[src/rtl/uart_arb_pkg.sv]
// rtl/uart_arb_pkg.sv - shared types, default timeouts and round-robin pick helper for the tx arbiter
package uart_arb_pkg;

    typedef enum logic [1:0] {
        IDLE,
        WAIT_BUSY,
        WAIT_DONE
    } arb_state_t;

    localparam int DEFAULT_START_TIMEOUT = 16;
    localparam int DEFAULT_LOCK_TIMEOUT  = 65535;
    localparam int MAX_REQUESTERS        = 8;

    typedef struct packed {
        logic       found;
        logic [2:0] idx;
    } rr_pick_t;

    // First set bit of valid searching ptr, ptr+1, ... modulo n; ptr must be below n.
    function automatic rr_pick_t rr_pick(
        input logic [MAX_REQUESTERS-1:0] valid,
        input logic [2:0]                ptr,
        input int                        n
    );
        rr_pick_t   res;
        logic [3:0] cand;
        res = '0;
        for (int k = 0; k < MAX_REQUESTERS; k++) begin
            cand = {1'b0, ptr} + 4'(k);
            if (cand >= 4'(n)) begin
                cand = cand - 4'(n);
            end
            if (k < n && !res.found && valid[cand[2:0]]) begin
                res.found = 1'b1;
                res.idx   = cand[2:0];
            end
        end
        return res;
    endfunction

endpackage

[src/rtl/uart_tx_arbiter_if.sv]
// rtl/uart_tx_arbiter_if.sv - requester, transmitter and status signals of the uart tx arbiter
interface uart_tx_arbiter_if #(
    parameter int REQUESTERS = 4,
    parameter int DATA_WIDTH = 8
);
    logic [REQUESTERS-1:0]            reqValid;
    logic [REQUESTERS*DATA_WIDTH-1:0] reqData;
    logic [REQUESTERS-1:0]            reqLast;
    logic [REQUESTERS-1:0]            reqReady;
    logic                             txStart;
    logic [DATA_WIDTH-1:0]            byteForTx;
    logic                             txReady;
    logic [REQUESTERS-1:0]            grant;
    logic                             busy;
    logic                             startErr;
    logic                             lockDrop;

    modport slave (
        input  reqValid, reqData, reqLast, txReady,
        output reqReady, txStart, byteForTx, grant, busy, startErr, lockDrop
    );

    modport master (
        output reqValid, reqData, reqLast, txReady,
        input  reqReady, txStart, byteForTx, grant, busy, startErr, lockDrop
    );
endinterface

[src/rtl/uart_rr_picker.sv]
// rtl/uart_rr_picker.sv - combinational round-robin winner search over a valid vector
module uart_rr_picker
    import uart_arb_pkg::*;
#(
    parameter int REQUESTERS   = 4,
    parameter int REQ_ID_WIDTH = $clog2(REQUESTERS)
) (
    input  logic [REQUESTERS-1:0]   valid,
    input  logic [REQ_ID_WIDTH-1:0] ptr,
    output logic [REQ_ID_WIDTH-1:0] winner,
    output logic                    found
);
    logic [MAX_REQUESTERS-1:0] valid_ext;
    logic [2:0]                ptr_ext;
    rr_pick_t                  pick;

    always_comb begin
        valid_ext                   = '0;
        valid_ext[REQUESTERS-1:0]   = valid;
        ptr_ext                     = 3'(ptr);
        pick                        = rr_pick(valid_ext, ptr_ext, REQUESTERS);
        found                       = pick.found;
        winner                      = '0;
        for (int i = 0; i < REQUESTERS; i++) begin
            if (pick.idx == 3'(i)) begin
                winner = REQ_ID_WIDTH'(i);
            end
        end
    end
endmodule

[src/rtl/uart_tx_arbiter.sv]
// rtl/uart_tx_arbiter.sv - round-robin arbiter sharing one uart transmitter, with burst lock and watchdogs
module uart_tx_arbiter
    import uart_arb_pkg::*;
#(
    parameter int REQUESTERS    = 4,
    parameter int DATA_WIDTH    = 8,
    parameter int REQ_ID_WIDTH  = $clog2(REQUESTERS),
    parameter int START_TIMEOUT = DEFAULT_START_TIMEOUT,
    parameter int LOCK_TIMEOUT  = DEFAULT_LOCK_TIMEOUT
) (
    input logic              clk,
    input logic              rst,
    uart_tx_arbiter_if.slave bus
);
    localparam int CNT_MAX   = (START_TIMEOUT > LOCK_TIMEOUT) ? START_TIMEOUT : LOCK_TIMEOUT;
    localparam int CNT_WIDTH = $clog2(CNT_MAX + 1);

    typedef logic [REQ_ID_WIDTH-1:0] req_id_t;
    typedef logic [CNT_WIDTH-1:0]    cnt_t;

    localparam cnt_t    START_LAST = cnt_t'(START_TIMEOUT - 1);
    localparam cnt_t    LOCK_LAST  = cnt_t'(LOCK_TIMEOUT - 1);
    localparam req_id_t LAST_ID    = req_id_t'(REQUESTERS - 1);

    arb_state_t            state_q, state_d;
    logic                  lock_q, lock_d;
    req_id_t               rr_ptr_q, rr_ptr_d;
    req_id_t               owner_q, owner_d;
    cnt_t                  cnt_q, cnt_d;
    logic [DATA_WIDTH-1:0] byte_q, byte_d;
    logic                  tx_start_q, tx_start_d;
    logic [REQUESTERS-1:0] req_ready_q, req_ready_d;
    logic [REQUESTERS-1:0] grant_q, grant_d;
    logic                  start_err_q, start_err_d;
    logic                  lock_drop_q, lock_drop_d;

    req_id_t pick_winner;
    logic    pick_found;
    req_id_t win;
    logic    owner_valid;
    logic    accept;

    function automatic req_id_t next_id(input req_id_t id);
        return (id == LAST_ID) ? '0 : id + req_id_t'(1);
    endfunction

    uart_rr_picker #(
        .REQUESTERS   (REQUESTERS),
        .REQ_ID_WIDTH (REQ_ID_WIDTH)
    ) u_picker (
        .valid  (bus.reqValid),
        .ptr    (rr_ptr_q),
        .winner (pick_winner),
        .found  (pick_found)
    );

    always_comb begin
        state_d     = state_q;
        lock_d      = lock_q;
        rr_ptr_d    = rr_ptr_q;
        owner_d     = owner_q;
        cnt_d       = cnt_q;
        byte_d      = byte_q;
        tx_start_d  = 1'b0;
        req_ready_d = '0;
        grant_d     = grant_q;
        start_err_d = 1'b0;
        lock_drop_d = 1'b0;

        // While a burst is locked only its owner may be served.
        owner_valid = bus.reqValid[owner_q];
        win         = lock_q ? owner_q : pick_winner;
        accept      = (state_q == IDLE) && bus.txReady && (lock_q ? owner_valid : pick_found);

        case (state_q)
            IDLE: begin
                if (accept) begin
                    owner_d          = win;
                    byte_d           = bus.reqData[int'(win)*DATA_WIDTH +: DATA_WIDTH];
                    tx_start_d       = 1'b1;
                    req_ready_d[win] = 1'b1;
                    grant_d          = '0;
                    grant_d[win]     = 1'b1;
                    lock_d           = ~bus.reqLast[win];
                    cnt_d            = '0;
                    state_d          = WAIT_BUSY;
                end else if (lock_q && !owner_valid) begin
                    if (cnt_q == LOCK_LAST) begin
                        lock_drop_d = 1'b1;
                        lock_d      = 1'b0;
                        rr_ptr_d    = next_id(owner_q);
                        cnt_d       = '0;
                    end else if (cnt_q != '1) begin
                        cnt_d = cnt_q + cnt_t'(1);
                    end
                end else begin
                    cnt_d = '0;
                end
            end
            WAIT_BUSY: begin
                if (!bus.txReady) begin
                    cnt_d   = '0;
                    state_d = WAIT_DONE;
                end else if (cnt_q == START_LAST) begin
                    start_err_d = 1'b1;
                    lock_d      = 1'b0;
                    rr_ptr_d    = next_id(owner_q);
                    cnt_d       = '0;
                    state_d     = IDLE;
                end else if (cnt_q != '1) begin
                    cnt_d = cnt_q + cnt_t'(1);
                end
            end
            WAIT_DONE: begin
                if (bus.txReady) begin
                    cnt_d   = '0;
                    state_d = IDLE;
                    if (!lock_q) begin
                        rr_ptr_d = next_id(owner_q);
                    end
                end
            end
            default: begin
                state_d = IDLE;
            end
        endcase
    end

    always_ff @(posedge clk) begin
        if (rst) begin
            state_q     <= IDLE;
            lock_q      <= 1'b0;
            rr_ptr_q    <= '0;
            owner_q     <= '0;
            cnt_q       <= '0;
            byte_q      <= '0;
            tx_start_q  <= 1'b0;
            req_ready_q <= '0;
            grant_q     <= '0;
            start_err_q <= 1'b0;
            lock_drop_q <= 1'b0;
        end else begin
            state_q     <= state_d;
            lock_q      <= lock_d;
            rr_ptr_q    <= rr_ptr_d;
            owner_q     <= owner_d;
            cnt_q       <= cnt_d;
            byte_q      <= byte_d;
            tx_start_q  <= tx_start_d;
            req_ready_q <= req_ready_d;
            grant_q     <= grant_d;
            start_err_q <= start_err_d;
            lock_drop_q <= lock_drop_d;
        end
    end

    assign bus.reqReady  = req_ready_q;
    assign bus.txStart   = tx_start_q;
    assign bus.byteForTx = byte_q;
    assign bus.grant     = grant_q;
    assign bus.busy      = (state_q != IDLE) || lock_q;
    assign bus.startErr  = start_err_q;
    assign bus.lockDrop  = lock_drop_q;
endmodule

[src/flat_wrapper.sv]
// flat-port wrapper written by rule: the top's interface ports become plain ports
module uart_tx_arbiter_flat import uart_arb_pkg::*;
#(
    parameter int REQUESTERS    = 4,
    parameter int DATA_WIDTH    = 8,
    parameter int REQ_ID_WIDTH  = $clog2(REQUESTERS),
    parameter int START_TIMEOUT = DEFAULT_START_TIMEOUT,
    parameter int LOCK_TIMEOUT  = DEFAULT_LOCK_TIMEOUT
)
  (clk, rst, bus_reqValid, bus_reqData, bus_reqLast, bus_txReady, bus_reqReady, bus_txStart, bus_byteForTx, bus_grant, bus_busy, bus_startErr, bus_lockDrop);
  uart_tx_arbiter_if #(.REQUESTERS(REQUESTERS), .DATA_WIDTH(DATA_WIDTH)) bus_i ();
  input logic clk;
  input logic rst;
  input wire logic [$bits(bus_i.reqValid)-1:0] bus_reqValid;
  input wire logic [$bits(bus_i.reqData)-1:0] bus_reqData;
  input wire logic [$bits(bus_i.reqLast)-1:0] bus_reqLast;
  input wire logic [$bits(bus_i.txReady)-1:0] bus_txReady;
  output wire logic [$bits(bus_i.reqReady)-1:0] bus_reqReady;
  output wire logic [$bits(bus_i.txStart)-1:0] bus_txStart;
  output wire logic [$bits(bus_i.byteForTx)-1:0] bus_byteForTx;
  output wire logic [$bits(bus_i.grant)-1:0] bus_grant;
  output wire logic [$bits(bus_i.busy)-1:0] bus_busy;
  output wire logic [$bits(bus_i.startErr)-1:0] bus_startErr;
  output wire logic [$bits(bus_i.lockDrop)-1:0] bus_lockDrop;
  assign bus_i.reqValid = bus_reqValid;
  assign bus_i.reqData = bus_reqData;
  assign bus_i.reqLast = bus_reqLast;
  assign bus_i.txReady = bus_txReady;
  assign bus_reqReady = bus_i.reqReady;
  assign bus_txStart = bus_i.txStart;
  assign bus_byteForTx = bus_i.byteForTx;
  assign bus_grant = bus_i.grant;
  assign bus_busy = bus_i.busy;
  assign bus_startErr = bus_i.startErr;
  assign bus_lockDrop = bus_i.lockDrop;
  uart_tx_arbiter #(.REQUESTERS(REQUESTERS), .DATA_WIDTH(DATA_WIDTH), .REQ_ID_WIDTH(REQ_ID_WIDTH), .START_TIMEOUT(START_TIMEOUT), .LOCK_TIMEOUT(LOCK_TIMEOUT)) u_core (.clk(clk), .rst(rst), .bus(bus_i));
endmodule
[config.mk]
export PLATFORM = sky130hd
export DESIGN_NAME = uart_tx_arbiter_flat
export DESIGN_NICKNAME = d
export VERILOG_FILES = /design/src/rtl/uart_arb_pkg.sv /design/src/rtl/uart_tx_arbiter_if.sv /design/src/rtl/uart_rr_picker.sv /design/src/rtl/uart_tx_arbiter.sv /design/src/flat_wrapper.sv
export SDC_FILE = /design/constraint.sdc
export NUM_CORES = 1
export LEC_CHECK = 0
export ABC_AREA = 1
export CORE_MARGIN = 2
export CORE_UTILIZATION = 45
export CTS_CLUSTER_DIAMETER = 120
export CTS_CLUSTER_SIZE = 28
export DETAILED_ROUTE_END_ITERATION = 7
export PLACE_DENSITY = 0.88
export SYNTH_ARGS = -nofsm -noshare
export SYNTH_HDL_FRONTEND = slang
export SYNTH_SLANG_ARGS = --single-unit
[constraint.sdc]
create_clock -name clk -period 2.2 [get_ports clk]
set_input_delay 0.33 -clock clk [delete_from_list [all_inputs] [get_ports clk]]
set_output_delay 0.33 -clock clk [all_outputs]
set_load 0.005 [all_outputs]
==> results by group <==
Clock tree
  • Post-CTS Hold Buffers: 0
  • Clk sinks: 42
  • Worst-Skew Late Latency: 0.30 ns
  • H-tree Lvls: 2
  • Clk pin slew, worst setup/hold paths: 0.08 ns
  • Clock Tree Buf Depth: 2
  • CTS tree: built
  • Root buf cell: clkbuf_8
  • CTS Buf Count: 5

Worst setup path
  • Worst-path fanout max: 5
  • Worst path cell trace: inv_2 -> ha_4 -> inv_2 -> nand3_1 -> nand3_2 -> inv_1 -> nand4_1 -> nand2_2 -> nand2_2 -> nand2_2 -> nand2_4 -> nor2_8 -> nand2_1 -> nand2_1 -> nor2_1 -> nor2_1 -> nor2_1
  • Slowest library cell on the worst path: dfxtp_2
  • Worst Path Buf+Inv: 3
  • Crit-path leading delay family: simple AND/OR/NAND/NOR gates
  • Worst EP required: 2.39 ns
  • CP startpoint kind: register
  • WP data arrival: 2.38 ns
  • Max incr delay on CP: 0.34 ns
  • Kind of critical path: reg -> reg
  • Critical Path Sink Type: register

Floorplan
  • Top Ports: 63
  • Row cnt: 28
  • Die Span Y: 81.6 um
  • Die W: 81.6 um
  • Core ar.: 5850 um^2
  • Die area: 6650 um^2
  • Starting density of the core: 46.3%

Synth
  • FF+latch count, synth: 42
  • Post-Syn Area: 2710 um^2
  • Synth top cells by count: 131 x nand2_1, 49 x inv_1, 42 x dfxtp_1, 34 x nor2_1, 26 x nand3_1
  • Top cells by area, synth: dfxtp_1 31%, nand2_1 18%, inv_1 6.8%
  • Cells after synthesis: 408
  • Area leader, netlist: dfxtp_1
  • Syn Area/Cell: 6.63 um^2
  • Syn_nets: 463
  • Sequential area share after synthesis: 31.1%
  • Ys async rst share: 0%
  • Yosys top cell area share: 31.1%
  • YS warnings: 0
  • Yosys cell types: 40
  • Most common cell in the netlist: nand2_1
  • Post-synth top flop: dfxtp_1
  • Post-synth EDFFs: 0

Route
  • DRT Pass-1 Iters: 6
  • Avg Vias per Cell: 5.46
  • Routed Antenna Nets: 0
  • WL/cell: 14.7 um
  • DR iter-0 viols: 279
  • Via count: 3173
  • Number of remaining DRC errors: 0
  • Final wirelength: 8530 um

Status
  • Status: complete, no violations

Placed design
  • GP Congestion: 0.884
  • Buffers on Ports: 62
  • Placed Area: 3600 um^2
  • Hpwl dp: 5790 um
  • DP Cell Count: 567
  • Worst slack, placed: -0.233 ns

Global routing
  • Largest net degree at the start of global routing: 14
  • Grt ovf: 0
  • First-pass GRT wire length: 11700 um
  • Met2 Track Usage GR: 38.7%
  • Initial antenna violation count: 0
  • Number of global-route vias before repair: 2760
  • Routing usage on met1: 27.0%
  • Busiest grt layer: met2
  • GR Layer Usage met3: 3.52%
  • Global-route usage over all layers: 22.2%

Run
  • Maxcap violations: 0

STA
  • Max-slew headroom: 76.9%
  • Setup-failing EPs final: 0
  • Fmax: 0.456 GHz
  • Hold Violations, Final: 0
  • Fin crit share: 99.6%
  • Final Skew: 0.00821 ns
  • Setup TNS: 0 ns
  • Final min period: 2.19 ns
  • Worst setup margin: 0.00773 ns
  • Final Slew Violations: 0
  • Actual slew at the worst max-slew pin: 0.346 ns

Layout
  • Design area: 3900 um^2
  • NumNets Final: 560
  • Layout area overhead: 44.0%
  • N_diodes: 0
  • Ratio of cells with drive above 1 in the final layout: 18.8%
  • Final Util: 66.6%
  • Finished Layout Cells: 581

Power
  • Power density cells: 1540 nW/um^2
  • Pleak: 1.70 nW
  • Worst-case vdd ir drop: 0.00104 V

Hold path
  • Hold Crit Class: reg -> reg
## metrics by stage
stage | hold slack [ns] | power, mW
floorplan | 0.447 | 3.35
finish | 0.456 | 6.02
detailed placement | 0.443 | 4.56
CTS | 0.457 | 5.18
global placement | 0.436 | 4.42
global route | 0.472 | 6.40
## registers in the layout, summed over array words and instances, names as in the netlist, 2 cells and up
name,flops
u_core.cnt_q,16
u_core.bus.byteForTx,8
u_core.bus.grant,4
u_core.bus.reqReady,4
u_core.owner_q,2
u_core.rr_ptr_q,2
u_core.state_q,2
## where the power goes
group	switching, mW	internal [mW]
registers	0.119	0.953
clock network	0.269	0.317
logic	2.60	1.75
## cells in the final DEF, fill, tap and decap left out, drive strengths merged
master / instances
nand2: 147
clkdlybuf4s50: 60
inv: 51
dfxtp: 42
nor2: 41
buf: 30
nand3: 30
a21oi: 25
o21ai: 20
nand4: 15
ha: 12
clkbuf: 8
xor2: 4
nor3: 3
a31oi: 2
o211ai: 2
dlymetal6s2s: 2
a21boi: 1
or2: 1
clkinv: 1
nor3b: 1
nor4: 1
o21bai: 1
o41ai: 1
a221oi: 1
a211oi: 1
a31o: 1
xnor2: 1
o22ai: 1
## worst register-to-register path: stages, from the launching register on
cell and delay (ns):
dfxtp_2 0.34, inv_2 0.05, ha_4 0.29, inv_2 0.06, nand3_1 0.09, nand3_2 0.11, inv_1 0.11, nand4_1 0.15
nand2_2 0.14, nand2_2 0.06, nand2_2 0.07, nand2_4 0.12, nor2_8 0.17, nand2_1 0.07, nand2_1 0.06, nor2_1 0.04
nor2_1 0.10, nor2_1 0.04
## cell families (layout without fill, tap and decap cells)
logic type	after synthesis	in the layout	share of synthesized area (%)
XOR/XNOR	5	5	1.62
flip-flops	42	42	31.1
AND/OR/NAND/NOR	236	239	41.9
buffers and inverters	57	152	8.09
AO/OA/AOI/OAI	56	56	11.8
adder cells (fa/ha/maj)	12	12	5.55
## cell type report
| type | count | area (um^2) |
|---|---|---|
| fill | 434 | 1950 |
| multi-input combinational | 312 | 1780 |
| timing repair buffer | 92 | 867 |
| sequential | 42 | 843 |
| inverter | 52 | 203 |
| clock buffer | 8 | 110 |
| tap | 75 | 93.8 |
## worst paths after layout
check / start / to / slack (ns) / cells after the start
max: u_core.rr_ptr_q[0] / u_core.lock_q / 0.008 / 17
min: u_core.bus.byteForTx[2] / u_core.bus.byteForTx[2] / 0.46 / 2
max reg2reg: u_core.rr_ptr_q[0] / u_core.lock_q / 0.008 / 17
min reg2reg: u_core.bus.byteForTx[2] / u_core.bus.byteForTx[2] / 0.46 / 2
## per-layer routing
layer | up-vias | routed length (um)
li1 | 1518 | -
met2 | 150 | 4300
met5 | - | 0
met1 | 1475 | 3420
met4 | 0 | 235
met3 | 30 | 566
## repair_timing
action,in CTS,in global routing
buffers inserted,0,3
pin swaps,0,15
setup endpoints to repair,9,30
cloned,0,3
resized for setup,1,34
Note: power is estimated with default switching activity, not from simulation.
